File: config.mk
export PLATFORM = sky130hd
export DESIGN_NAME = fifo_uart_tx
export DESIGN_NICKNAME = d
export VERILOG_FILES = /design/src/rtl/uart_pkg.sv /design/src/rtl/uart_baud_cnt.sv /design/src/rtl/fifo_uart_tx.sv
export SDC_FILE = /design/constraint.sdc
export NUM_CORES = 1
export LEC_CHECK = 0
export CELL_PAD_IN_SITES_DETAIL_PLACEMENT = 0
export CELL_PAD_IN_SITES_GLOBAL_PLACEMENT = 1
export CORE_MARGIN = 3
export CORE_UTILIZATION = 41
export DETAILED_ROUTE_END_ITERATION = 10
export GPL_TIMING_DRIVEN = 0
export PLACE_DENSITY = 0.78
export SETUP_SLACK_MARGIN = 0.3
export SLEW_MARGIN = 25
export SYNTH_ARGS = -nofsm -noshare
export SYNTH_HDL_FRONTEND = slang
export SYNTH_SLANG_ARGS = --single-unit
File: constraint.sdc
create_clock -name clk -period 1.7 [get_ports clk]
set_input_delay 0.34 -clock clk [delete_from_list [all_inputs] [get_ports clk]]
set_output_delay 0.34 -clock clk [all_outputs]
set_load 0.05 [all_outputs]
File: src/rtl/uart_pkg.sv
// Shared definitions for the FIFO-fed UART transmitter.
// Optional feature macro: UART_TX_PARITY_EN (adds an even-parity bit to each frame).
package uart_pkg;

    localparam int DATA_BITS            = 8;
    localparam int CLKS_PER_BIT_DEFAULT = 104;

    // Transmitter FSM states; PARITY exists only when the parity bit is built in.
    typedef enum logic [2:0] {
        IDLE   = 3'd0,
        POP    = 3'd1,
        FETCH  = 3'd2,
        START  = 3'd3,
        DATA   = 3'd4,
`ifdef UART_TX_PARITY_EN
        PARITY = 3'd5,
`endif
        STOP   = 3'd6
    } uart_state_e;

endpackage

File: src/rtl/uart_baud_cnt.sv
// Bit-period counter: counts 0..CLKS_PER_BIT-1 and flags the last cycle of each bit period.
// 'clear' restarts the period so every FSM state change begins on a fresh bit boundary.
module uart_baud_cnt #(
    parameter int CLKS_PER_BIT = 104
) (
    input  logic clk,
    input  logic reset,
    input  logic clear,
    output logic bit_done
);

    localparam int CW = (CLKS_PER_BIT > 1) ? $clog2(CLKS_PER_BIT) : 1;
    localparam logic [CW-1:0] LAST = CW'(CLKS_PER_BIT - 1);

    logic [CW-1:0] cnt_q;

    // Free-running period counter, wrapping after the last cycle or restarting on clear/reset.
    always_ff @(posedge clk) begin
        if (reset || clear) begin
            cnt_q <= '0;
        end else if (cnt_q == LAST) begin
            cnt_q <= '0;
        end else begin
            cnt_q <= cnt_q + CW'(1);
        end
    end

    assign bit_done = (cnt_q == LAST);

endmodule

File: src/rtl/fifo_uart_tx.sv
// UART transmitter that pulls bytes from a byte FIFO and sends 8N1 frames, LSB first.
// Optional feature macro: UART_TX_PARITY_EN (inserts an even-parity bit before the stop bit).
// All outputs are registered; tx lags the FSM state by one cycle, so the line falls three
// edges after a non-empty FIFO is seen in IDLE, and IDLE/POP/FETCH stretch the stop bit.
module fifo_uart_tx
    import uart_pkg::*;
#(
    parameter int CLKS_PER_BIT = CLKS_PER_BIT_DEFAULT
) (
    input  logic                 clk,
    input  logic                 reset,
    input  logic                 fifo_empty,
    input  logic [DATA_BITS-1:0] fifo_data,
    output logic                 fifo_pop,
    output logic                 tx,
    output logic                 busy
);

    localparam logic [2:0] LAST_BIT = 3'(DATA_BITS - 1);

    uart_state_e          state_q;
    uart_state_e          state_d;
    logic [DATA_BITS-1:0] shift_q;
    logic [2:0]           bitIdx_q;
    logic                 tx_q;
    logic                 pop_q;
    logic                 busy_q;
    logic                 bitDone;
    logic                 clearCnt;
`ifdef UART_TX_PARITY_EN
    logic                 parity_q;
`endif

    // Every state change restarts the bit period so each bit gets a full CLKS_PER_BIT cycles.
    assign clearCnt = (state_d != state_q);

    uart_baud_cnt #(
        .CLKS_PER_BIT(CLKS_PER_BIT)
    ) u_baud_cnt (
        .clk     (clk),
        .reset   (reset),
        .clear   (clearCnt),
        .bit_done(bitDone)
    );

    // Next-state decision; fifo_empty only matters while waiting in IDLE.
    always_comb begin
        state_d = state_q;
        case (state_q)
            IDLE:  if (!fifo_empty) state_d = POP;
            POP:   state_d = FETCH;
            FETCH: state_d = START;
            START: if (bitDone) state_d = DATA;
            DATA: begin
                if (bitDone && (bitIdx_q == LAST_BIT)) begin
`ifdef UART_TX_PARITY_EN
                    state_d = PARITY;
`else
                    state_d = STOP;
`endif
                end
            end
`ifdef UART_TX_PARITY_EN
            PARITY: if (bitDone) state_d = STOP;
`endif
            STOP:  if (bitDone) state_d = IDLE;
            default: state_d = IDLE;
        endcase
    end

    // State, datapath and registered outputs; reset abandons any frame in flight.
    always_ff @(posedge clk) begin
        if (reset) begin
            state_q  <= IDLE;
            tx_q     <= 1'b1;
            pop_q    <= 1'b0;
            busy_q   <= 1'b0;
            shift_q  <= '0;
            bitIdx_q <= '0;
`ifdef UART_TX_PARITY_EN
            parity_q <= 1'b0;
`endif
        end else begin
            state_q <= state_d;
            pop_q   <= (state_d == POP);
            busy_q  <= (state_d != IDLE) || (state_q != IDLE);

            case (state_q)
                START:   tx_q <= 1'b0;
                DATA:    tx_q <= shift_q[0];
`ifdef UART_TX_PARITY_EN
                PARITY:  tx_q <= parity_q;
`endif
                default: tx_q <= 1'b1;
            endcase

            if (state_q == FETCH) begin
                shift_q  <= fifo_data;
                bitIdx_q <= '0;
`ifdef UART_TX_PARITY_EN
                parity_q <= ^fifo_data;
`endif
            end else if ((state_q == DATA) && bitDone) begin
                shift_q  <= shift_q >> 1;
                bitIdx_q <= bitIdx_q + 3'(1);
            end
        end
    end

    assign fifo_pop = pop_q;
    assign tx       = tx_q;
    assign busy     = busy_q;

endmodule

==> implementation parameters <==
Parameter                              Value

Run status
  Status ... complete, no violations

Synth
  Mapped cell area ... 0.00111 mm2
  Total of flip-flops plus latches after synthesis ... 24
  Share of synthesized area occupied by flip-flops and latches ... 0.434
  Nets in the synthesized netlist ... 129
  Mean cell area of the mapped netlist ... about 9.6 um2
  Number of distinct standard cells referenced by the synthesized netlist ... 31
  Count of flip-flops with a built-in enable after synthesis ... 0
  Count of synthesis-stage warnings from yosys ... 0
  Ys async rst share ... 0
  Top flip-flop cell by instance count after synthesis ... dfxtp_1
  Cells after synthesis ... roughly 120

Timing
  Max Freq ... 701 MHz
  Slew at the pin closest to its max-slew limit ... 0.469 ns
  Skew final ... 0.00693 ns
  Rel. slew slack ... 0.687
  Final critical delay including setup and external delays ... roughly 1.4 ns
  Period utilisation layout ... 0.839
  Setup violation total in the final timing report ... 0
  Unrepaired setup endpoints after global routing ... yes
  Final count of hold timing violations ... 0
  Final Slew Violations ... 0
  Setup TNS Final ... 0 ns

Global route
  First-pass GRT wire length ... between 3 and 4 mm
  Largest net degree at the start of global routing ... 15
  Antenna violations before repair ... 0
  Number of global-route vias before repair ... ~910
  GRT Resource Usage Total ... 0.150
  Total gr overflow ... 0

Clock network
  Number of H-tree levels ... 1
  Clock tree from TritonCTS ... done
  Root Driver ... clkbuf_4
  CTS buffer count ... 3
  Count of clock tree sinks ... 24
  Clock transition at the registers of the reported paths ... 0.13 ns
  Buffers from clock root to sink, at most ... 2
  Clock network latency to the later pin of the worst-skew pair ... 0.31 ns

Setup path
  Cell with the largest stage delay on the worst path ... dfxtp_4
  Endpoint of the worst register-to-register path ... state_q[1]
  Timing endpoint of the critical path ... state_q[1]
  Crit path launch ... u_baud_cnt.cnt_q[3]
  Reg-to-Reg Start ... u_baud_cnt.cnt_q[3]
  Startpoint-to-endpoint class of the critical path ... flip-flop to flip-flop
  Biggest cell delay along the critical path ... between 0.3 and 0.4 ns
  Type of element capturing the critical path ... flip-flop
  R2R Setup Slk ... ~0.27 ns
  Critical path cell sequence ... nor3b_4, buf_4, and2_4, buf_6, nand4b_4, a221oi_2
  Worst path arrival time ... 1.66 ns
  Critical path startpoint category ... flip-flop
  Length in cells of the worst reg-to-reg path ... 6
  Critical Path Fanout Max ... 3
  Required time of the critical path ... between 1.5 and 2 ns

Placement
  HPWL Detailed ... 1.49 mm
  Placer Congestion ... 0.719
  Port Buf Inserts ... 12
  DP Cell Count ... 157

Flow run
  Number of maximum-capacitance constraint violations ... 0

Cells and area
  Final net count ... between 150 and 200
  Antenna diode instance count ... 0
  Layout overhead on the synthesized area ... 34.6%
  Finished Layout Cells ... 172
  Share of post-route cells with drive strength above 1 ... 0.282

Routing
  Final Routed Wirelength ... about 2.2 mm
  DRT Pass-1 Iters ... 4
  Vias per Instance ... 5.24
  Routed wire per std cell ... approximately 13 um
  Number of routed nets with antenna violations ... 0
  Routed via count ... 901
  DRT iter0 DRCs ... 15
  DRC violation count after routing ... 0

Pwr
  Highest ir drop seen on vdd ... approximately 0.47 mV
  Pwr Density ... just under 800 mW/mm2
  Leak pwr ... 0.679 nW

Floorplan
  Total core area ... 0.00252 mm2
  Initial Utilization ... 0.439
  Chip width ... 58.0 um
  Area of the die ... 0.00336 mm2
  I/O pin total ... 14
  Die Span Y ... 58.0 um
  Placement Rows ... 18

Min path
  Worst hold path type ... flip-flop to flip-flop
  Startpoint of the tightest hold check path ... shift_q[7]
## synth_stat cells, drive strengths merged, types with 5 or more instances
cell type  instances  area [um2]
nor2              14        52.6
nor3               7        40.0
dfxtp             24         480
mux2i              9        90.1
a211oi             7        52.6
nand3              5        25.0
buf                5        37.5
a21oi              5        25.0
## placed cells by master (no fill, tap or decap), drive strengths merged, types with 2 or more instances in the layout
cell type and instances:
dfxtp 24, nor2 14, buf 14, mux2i 9, clkdlybuf4s50 9, a211oi 7
nor3 7, clkbuf 7, nand3 5, a21oi 5, nand2 3, a21o 3
a31oi 3, nor3b 3, xor2 3, ha 3, nor2b 2, nand2b 2
o21ai 2, xnor2 2, clkdlybuf4s15 2, and2 2, and3 2
## final cells by class
| type | count | area [um2] |
|---|---|---|
| fill | 221 | 1030 |
| multi-input combinational | 83 | 626 |
| sequential | 24 | 493 |
| timing repair buffer | 23 | 226 |
| buffer | 7 | 51.3 |
| tap | 30 | 37.5 |
| clock inverter | 1 | 30.0 |
| clock buffer | 3 | 22.5 |
| inverter | 1 | 3.75 |
## metal layers
layer	global-route usage	vias to the layer above	wire [um]
li1	-	463	-
met3	0.0223	2	74
met4	0.0530	0	19
met5	0	-	0
met2	0.247	14	1070
met1	0.198	422	1040
## cells by family after synthesis
kind of cell	Yosys count	synth area share
xor gates and xnor gates	5	0.0396
adders and majority gates	3	0.0339
DFF	24	0.434
AOI/OAI and AO/OA	21	0.130
buffers and inverters	8	0.0441
and+or+nand+nor	45	0.237
muxes	9	0.0814
## critical path: cells and delay by family (launching register included)
family                 cells  cell delay, ns
AOI/OAI and AO/OA          1            0.23
buffers and inverters      2            0.26
DFF                        1            0.37
and+or+nand+nor            3            0.49
## metrics by stage
step | setup WS [ns] | utilization | power, mW | instance area (um2) | hold slack [ns]
6_report | 0.273 | 0.591 | 1.15 | 1490 | 0.483
5_1_grt | 0.172 | 0.591 | 1.20 | 1490 | 0.499
3_3_place_gp | 0.0774 | 0.508 | 0.751 | 1280 | 0.434
3_5_place_dp | 0.0187 | 0.508 | 0.754 | 1280 | 0.444
2_1_floorplan | 0.324 | - | 0.704 | 1120 | 0.419
4_1_cts | 0.232 | 0.579 | 1.16 | 1460 | 0.470
## power by group
group	internal, mW	switching (mW)	leakage, nW	total, mW
Sequential	0.587	0.0136	0.199	0.600
Clock	0.238	0.167	0.0279	0.405
Combinational	0.0666	0.0781	0.452	0.145
Total	0.892	0.259	0.679	1.15
## how the worst min path moves through the flow
| stage | end | slack (ns) | cells past startpoint |
|---|---|---|---|
| after floorplan | fifo_pop | 0.42 | 1 |
| after global placement | u_baud_cnt.cnt_q[0] | 0.43 | 1 |
| after detailed placement | u_baud_cnt.cnt_q[0] | 0.44 | 1 |
| after CTS | state_q[1] | 0.47 | 2 |
| after global routing | tx | 0.50 | 2 |
| final | shift_q[7] | 0.48 | 2 |
## registers in the layout, indices dropped and copies added (netlist names)
register and flops:
bitIdx_q 3, shift_q 8, u_baud_cnt.cnt_q 7, busy 1, fifo_pop 1, tx 1, state_q 3
## timing repair
| action | in CTS | in global routing |
|---|---|---|
| buffers inserted | 9 | 1 |
| hold buffers | 0 | 0 |
| endpoints found under the setup margin | 13 | 17 |
| endpoints found under the hold margin | 0 | 0 |
| pin swaps | 3 | 6 |
| gates resized for setup | 21 | 7 |
| cloned | 1 | 0 |
Power figures use the tool's default switching activity.
